## src/rtl/babbage_cube_root.sv

```systemverilog
// Integer cube root by Babbage's method of differences: n^3 is built up by
// adding first and second differences until the next cube would pass the operand.
module babbage_cube_root (
  input  logic        iCLK,
  input  logic        iRESET,
  input  logic        iSTART,
  input  logic [17:0] iX,
  output logic        oREADY,
  output logic        oDONE,
  output logic [5:0]  oN,
  output logic        oEXACT
);

  typedef enum logic [1:0] {
    IDLE = 2'd0,
    CALC = 2'd1,
    DONE = 2'd2
  } state_t;

  state_t      state_q, state_d;
  logic [17:0] x_q, x_d;
  logic [5:0]  n_q, n_d;
  logic [18:0] c_q, c_d;
  logic [18:0] d_q, d_d;
  logic [18:0] e_q, e_d;
  logic [5:0]  resN_q, resN_d;
  logic        exact_q, exact_d;

  logic [18:0] nextCube;
  logic        overshoot;

  // c+d is the cube of n+1; it never exceeds 64^3, so 19 bits hold it exactly
  assign nextCube  = c_q + d_q;
  assign overshoot = nextCube > {1'b0, x_q};

  always_ff @(posedge iCLK) begin
    if (iRESET) begin
      state_q <= IDLE;
      x_q     <= '0;
      n_q     <= '0;
      c_q     <= '0;
      d_q     <= '0;
      e_q     <= '0;
      resN_q  <= '0;
      exact_q <= 1'b0;
    end else begin
      state_q <= state_d;
      x_q     <= x_d;
      n_q     <= n_d;
      c_q     <= c_d;
      d_q     <= d_d;
      e_q     <= e_d;
      resN_q  <= resN_d;
      exact_q <= exact_d;
    end
  end

  always_comb begin
    state_d = state_q;
    x_d     = x_q;
    n_d     = n_q;
    c_d     = c_q;
    d_d     = d_q;
    e_d     = e_q;
    resN_d  = resN_q;
    exact_d = exact_q;
    oREADY  = 1'b0;
    oDONE   = 1'b0;

    case (state_q)
      IDLE: begin
        oREADY = 1'b1;
        if (iSTART) begin
          x_d     = iX;
          n_d     = 6'd0;
          c_d     = 19'd0;
          d_d     = 19'd1;
          e_d     = 19'd6;
          state_d = CALC;
        end
      end
      CALC: begin
        if (overshoot) begin
          // Result is latched once here so it stays put through idle
          resN_d  = n_q;
          exact_d = (c_q == {1'b0, x_q});
          state_d = DONE;
        end else begin
          c_d = nextCube;
          d_d = d_q + e_q;
          e_d = e_q + 19'd6;
          n_d = n_q + 6'd1;
        end
      end
      DONE: begin
        oDONE   = 1'b1;
        state_d = IDLE;
      end
      default: state_d = IDLE;
    endcase
  end

  assign oN     = resN_q;
  assign oEXACT = exact_q;

endmodule

```

## config.mk

```make
export PLATFORM = sky130hd
export DESIGN_NAME = babbage_cube_root
export DESIGN_NICKNAME = d
export VERILOG_FILES = /design/src/rtl/babbage_cube_root.sv
export SDC_FILE = /design/constraint.sdc
export NUM_CORES = 1
export LEC_CHECK = 0
export BUFFER_PORTS_ARGS = -buffer_cell sky130_fd_sc_hd__buf_2
export CAP_MARGIN = 10
export CORE_MARGIN = 3
export CORE_UTILIZATION = 30
export CTS_CLUSTER_SIZE = 14
export DETAILED_ROUTE_END_ITERATION = 8
export HOLD_SLACK_MARGIN = 0.1
export SETUP_SLACK_MARGIN = 0.15
export SLEW_MARGIN = 20
export SYNTH_ARGS = -nofsm -noshare
export SYNTH_HDL_FRONTEND = slang
export SYNTH_SLANG_ARGS = --single-unit
```

## constraint.sdc

```tcl
create_clock -name iCLK -period 4.6 [get_ports iCLK]
set_input_delay 0 -clock iCLK [delete_from_list [all_inputs] [get_ports iCLK]]
set_output_delay 0 -clock iCLK [all_outputs]
set_load 0.01 [all_outputs]
```

Word-level counts from Yosys, hierarchy flattened
Index checks and enable logic that the tools add are counted.
{ "word_totals": {"regBits": 90, "inputBits": 21, "out_inout_bits": 9, "elab_cells": 42} }
{ "op_classes": {"addsub": 4, "magnitude_cmp": 1, "eq_ne": 6, "muxes": 17, "reduce_logical": 6} }
{ "ops": {"columns": ["operator", "n"], "rows": [
  ["19-bit two-way mux", 6],
  ["19-bit one-hot mux with 2 select lines", 3],
  ["19-bit adder", 2],
  ["19-bit by 3-bit adder with 19-bit output, second input constant", 1],
  ["19-bit by 18-bit equality test with 1-bit output", 1],
  ["19-bit by 18-bit > comparator with 1-bit output", 1],
  ["6-bit two-way mux", 2],
  ["6-bit one-hot mux with 2 select lines", 1],
  ["6-bit by 1-bit adder with 6-bit output, second input constant", 1],
  ["2-bit inequality test, second input constant", 3],
  ["2-bit AND reduction", 3],
  ["2-bit two-way mux", 2],
  ["2-bit one-hot mux with 2 select lines", 1],
  ["3-bit AND reduction", 1],
  ["2-bit by 1-bit equality test with 1-bit output, second input constant", 1],
  ["2-bit equality test, second input constant", 1],
  ["2-bit logical NOT", 1],
  ["1-bit two-way mux", 2],
  ["2-bit nonzero test", 1]
]} }

Longest topological paths before layout
{ "logic_depth": {"word_depth": 4, "mapped_depth": 19, "depth_no_buf": 17} }

Least setup slack after synthesis
No wires, ideal clock.
{ "synth_path": {"path_kind": "register -> register", "start": "register c_q[0]", "end": "register n_q[5]", "setup_time_ns": 0.072, "t_arrival_ns": 4.400, "required_time_ns": 4.528, "setup_slack_ns": 0.128, "stages_incl_launch_ff": 19, "path_cell_list": "dfxtp_1 > ha_1 > fa_1 > a211oi_2 > o21ai_1 > a211oi_2 > nand4b_1 > a21oi_1 > o311ai_0 > ha_1 > nand3_1 > nor4_1 > and4_1 > a211oi_1 > or3b_1 > or3_4 > buf_2 > a211oi_1 > mux2i_1"} }
{ "synth_via": {"elab_chain_cells": 4} }
{ "synth_lines": {"columns": ["item", "line", "rtl"], "rows": [
  ["from (decl)", "23", "logic [18:0] c_q, c_d;"],
  ["from (signal assigned)", "41", "c_q <= '0;"],
  ["from (signal assigned)", "50", "c_q <= c_d;"],
  ["19-bit adder", "33", "assign nextCube = c_q + d_q;"],
  ["19-bit by 18-bit > comparator with 1-bit output", "34", "assign overshoot = nextCube > {1'b0, x_q};"],
  ["2-bit inequality test (no source line)", null, null],
  ["3-bit AND reduction (no source line)", null, null],
  ["to (signal assigned)", "49", "n_q <= n_d;"],
  ["to (decl)", "22", "logic [5:0] n_q, n_d;"]
]} }
Every way passes these cells.
A chain may end at the register's enable or synchronous reset.

Worst setup path in the final report
{ "layout_path": {"start": "register c_q[2]", "end": "register e_q[17]"} }
{ "layout_via": {"elab_chain_cells": 4} }
{ "layout_lines": {"columns": ["item", "line", "rtl"], "rows": [
  ["19-bit adder", "33", null],
  ["19-bit by 18-bit > comparator with 1-bit output", "34", null],
  ["2-bit inequality test (no source line)", null, null],
  ["3-bit AND reduction (no source line)", null, null],
  ["to (signal assigned)", "43", "e_q <= '0;"],
  ["to (signal assigned)", "52", "e_q <= e_d;"],
  ["to (decl)", "25", "logic [18:0] e_q, e_d;"]
]} }
Every way passes these cells.

==> summary.md <==
| Metric | Value |
|---|---|
| Cells after synthesis | around 720 |
| FF-to-FF path depth | 16 |
| Fillers | 1905 |
| Initial antenna violation count | 0 |
| Netlist cell types | 57 |
| Setup crit end | e_q[17] |
| YS warnings | 0 |
| R2R Path Start | c_q[2] |
| Number of antenna diodes | 0 |
| Clock Pin Slew Worst Setup and Hold Paths | 70 ps |
| Asr flop ratio synth | 0% |
| Layout cells sized above 1 | 14.20% |
| CTS H-tree lvls | 3 |
| HPWL Detailed | about 10 mm |
| Period utilization | 99.84% |
| Initial Util | 31.19% |
| Syn avg cell area | 7.957 um^2 |
| WL final | 15.14 mm |
| Reg2reg end | e_q[17] |
| Sequential element share of the synthesized area | 31.06% |
| DR vias | 5361 |
| RSZ-0062 raised after global routing | true |
| Die ar. | 20820 um^2 |
| Die Wd | 144.3 um |
| Design area | 7010 um^2 |
| Clk sinks | 89 |
| Vias in the first global route | ~4900 |
| CP startpoint kind | flop |
| Hold path depth | 3 |
| Post-synth EDFFs | 0 |
| Pleak | 0.002904 uW |
| Worst hold path type | in -> reg |
| Vias per cell | 5.266 |
| First-pass iteration count of the detailed router | 4 |
| IO Port Bufs | 29 |
| Worst path required time | 4870 ps |
| Rows | 49 |
| Core area | around 18000 um^2 |
| Worst setup startpoint | c_q[2] |
| Longest Clk Path Bufs | 2 |
| Status | completed |
| CP Class | reg -> reg |
| Die height | 144.3 um |
| Final nets | 861 |
| Worst-margin pin slew | 876.6 ps |
| Primary FF master, synth | dfxtp_1 |
| Initial drt markers | 289 |
| FF+latch count, synth | 89 |
| Achievable Freq | 0.2177 GHz |
| Final Skew | approximately 8.2 ps |
| Largest net degree at the start of global routing | 80 |
| Peak supply drop | 180.0 uV |
| Placer congestion estimate | 0.8765 |
| Setup violations, final | 0 |
| Synth-to-Final Area Change | 22.20% |
| Cts bufs inserted | 9 |
| Setup TNS | 0 ps |
| MaxCap Viol Count | 0 |
| Worst Path Max Fanout | 7 |
| TritonCTS clock tree | yes |
| Power density over the cells | ~280 nW/um^2 |
| Final Max Slew Viols | 0 |
| Io pins | 30 |
| GRT Total Usage | between 10% and 20% |
| Gr ovfl total | 0 |
| Reg-to-reg slack, setup | between 7 and 8 ps |
| First-pass GRT wire length | 24.60 mm |
| Detail Route Antenna Nets | 0 |
| Slew margin rel. | 41.56% |
| Total power | between 1500 and 2000 uW |
| Final Critical Period | 4593 ps |
| CP arrival | 4870 ps |
| Post-synth net total | 798 |
| DRC Markers | 0 |
| Worst setup margin | 7.466 ps |
| Mapped Area | 5737 um^2 |
| Pre-CTS setup slack | -127.0 ps |
| Final-report hold violation count | 0 |
| WL per Instance | 14.87 um |
| DP Area | roughly 6300 um^2 |
| Crit end category | flop |
| Root buf cell | clkbuf_16 |
| Insertion delay to the later sink of the worst-skew pair | 350 ps |
-- final cells by class --
| class | instances | area (um^2) | share of cell area, % |
|---|---|---|---|
| repair buffers | 83 | 684.4 | 9.763 |
| clock inverters | 7 | 77.57 | 1.107 |
| clock buffers | 9 | 225.2 | 3.213 |
| well taps | 229 | 286.5 | 4.087 |
| flip-flops and latches | 89 | 1784 | 25.45 |
| inverters | 28 | 105.1 | 1.499 |
| multi-input cells | 573 | 3847 | 54.88 |
-- report_power, final --
part / switching [uW] / internal [uW] / total [uW] / leakage, uW
Clock: 335 / 426 / 761 / 0.000146
Sequential: 25.4 / 794 / 819 / 0.000722
Combinational: 223 / 157 / 381 / 0.00204
-- cell usage in the layout (no fill, tap or decap), drive strengths merged, types with 7 or more instances in the layout --
cell         count
xnor2           24
nand4           13
nor2            40
mux2i           12
nand3           54
a2111o           7
o2111ai          9
ha              55
nand3b           9
a21oi           88
clkbuf          11
nor4             7
nor3            10
nand2          107
xor2            22
dlygate4sd3     18
buf             63
o21ai           19
dfxtp           89
inv             29
a31oi            7
or3             11
and3             9
a211oi          12
-- cell usage after synthesis, types with 10 or more instances --
master	n	area (um^2)
nand2_1	107	401.6
dfxtp_1	89	1782
a21oi_1	88	440.4
ha_1	55	688.2
nand3_1	54	270.3
nor2_1	40	150.1
inv_1	27	101.4
xnor2_1	24	210.2
xor2_1	22	192.7
clkbuf_1	21	78.83
o21ai_0	17	85.08
nand4_1	13	81.33
mux2i_1	12	120.1
a211oi_1	10	75.07
or3_1	10	62.56
-- stage by stage --
stage	util, %	hold slack (ps)	std cells
6_report	38.12	137.8	1018
5_1_grt	38.12	158.6	1018
4_1_cts	37.16	106.8	1011
3_5_place_dp	34.07	244.7	973
3_3_place_gp	34.07	241.6	973
2_1_floorplan	-	136.0	721
-- state kept, by name, indices dropped and copies added (netlist names) --
signal   count
oN           6
d_q         19
x_q         18
oEXACT       1
n_q          6
c_q         19
e_q         18
state_q      2
-- critical path, cell delays in order (launching register included) --
cell	delay [ps]
dfxtp_1	350
ha_1	450
o21ai_0	150
o21ai_0	330
nand4_1	200
nand3b_1	180
o221ai_1	150
xnor2_1	180
ha_1	370
nand3_2	100
nor4_1	250
and4_1	240
a211oi_2	70
or3b_4	420
or3_4	400
or4_1	510
a21oi_1	150
-- worst min path at each step --
stage,start,to,slack [ps]
floorplan,iX[10],x_q[10],140
global placement,iX[16],x_q[16],240
detailed placement,iX[16],x_q[16],240
CTS,iRESET,d_q[9],110
global route,iRESET,d_q[9],160
finish,iRESET,d_q[9],140
-- cells by family (layout without fill, tap and decap cells) --
family                     Yosys count  after routing  share of synthesized area, %
AOI/OAI and AO/OA                  175            175                         19.72
xor gates and xnor gates            46             46                         7.023
adders and majority gates           56             56                         12.34
buffers and inverters               59            127                         4.035
DFF                                 89             89                         31.06
muxes                               12             12                         2.094
and+or+nand+nor                    284            284                         23.73
-- layer usage --
metal | wire, um | vias up | GRT usage, % | share of wire (%)
met4 | 300 | 0 | 5.940 | 2.0
met1 | 7299 | 2508 | 19.12 | 48
met3 | 490 | 18 | 2.414 | 3.2
li1 | - | 2743 | - | -
met2 | 7049 | 92 | 24.07 | 47
met5 | 0 | - | 0 | 0
-- timing repair --
action / in CTS / in global routing
pin swaps: 11 / 8
hold buffers: 18 / 0
gates resized for setup: 13 / 20
cloned: 0 / 3
setup buffers: 4 / 4
hold endpoints to repair: 18 / 0
endpoints found under the setup margin: 61 / 69
Note: power is estimated with default switching activity, not from simulation.
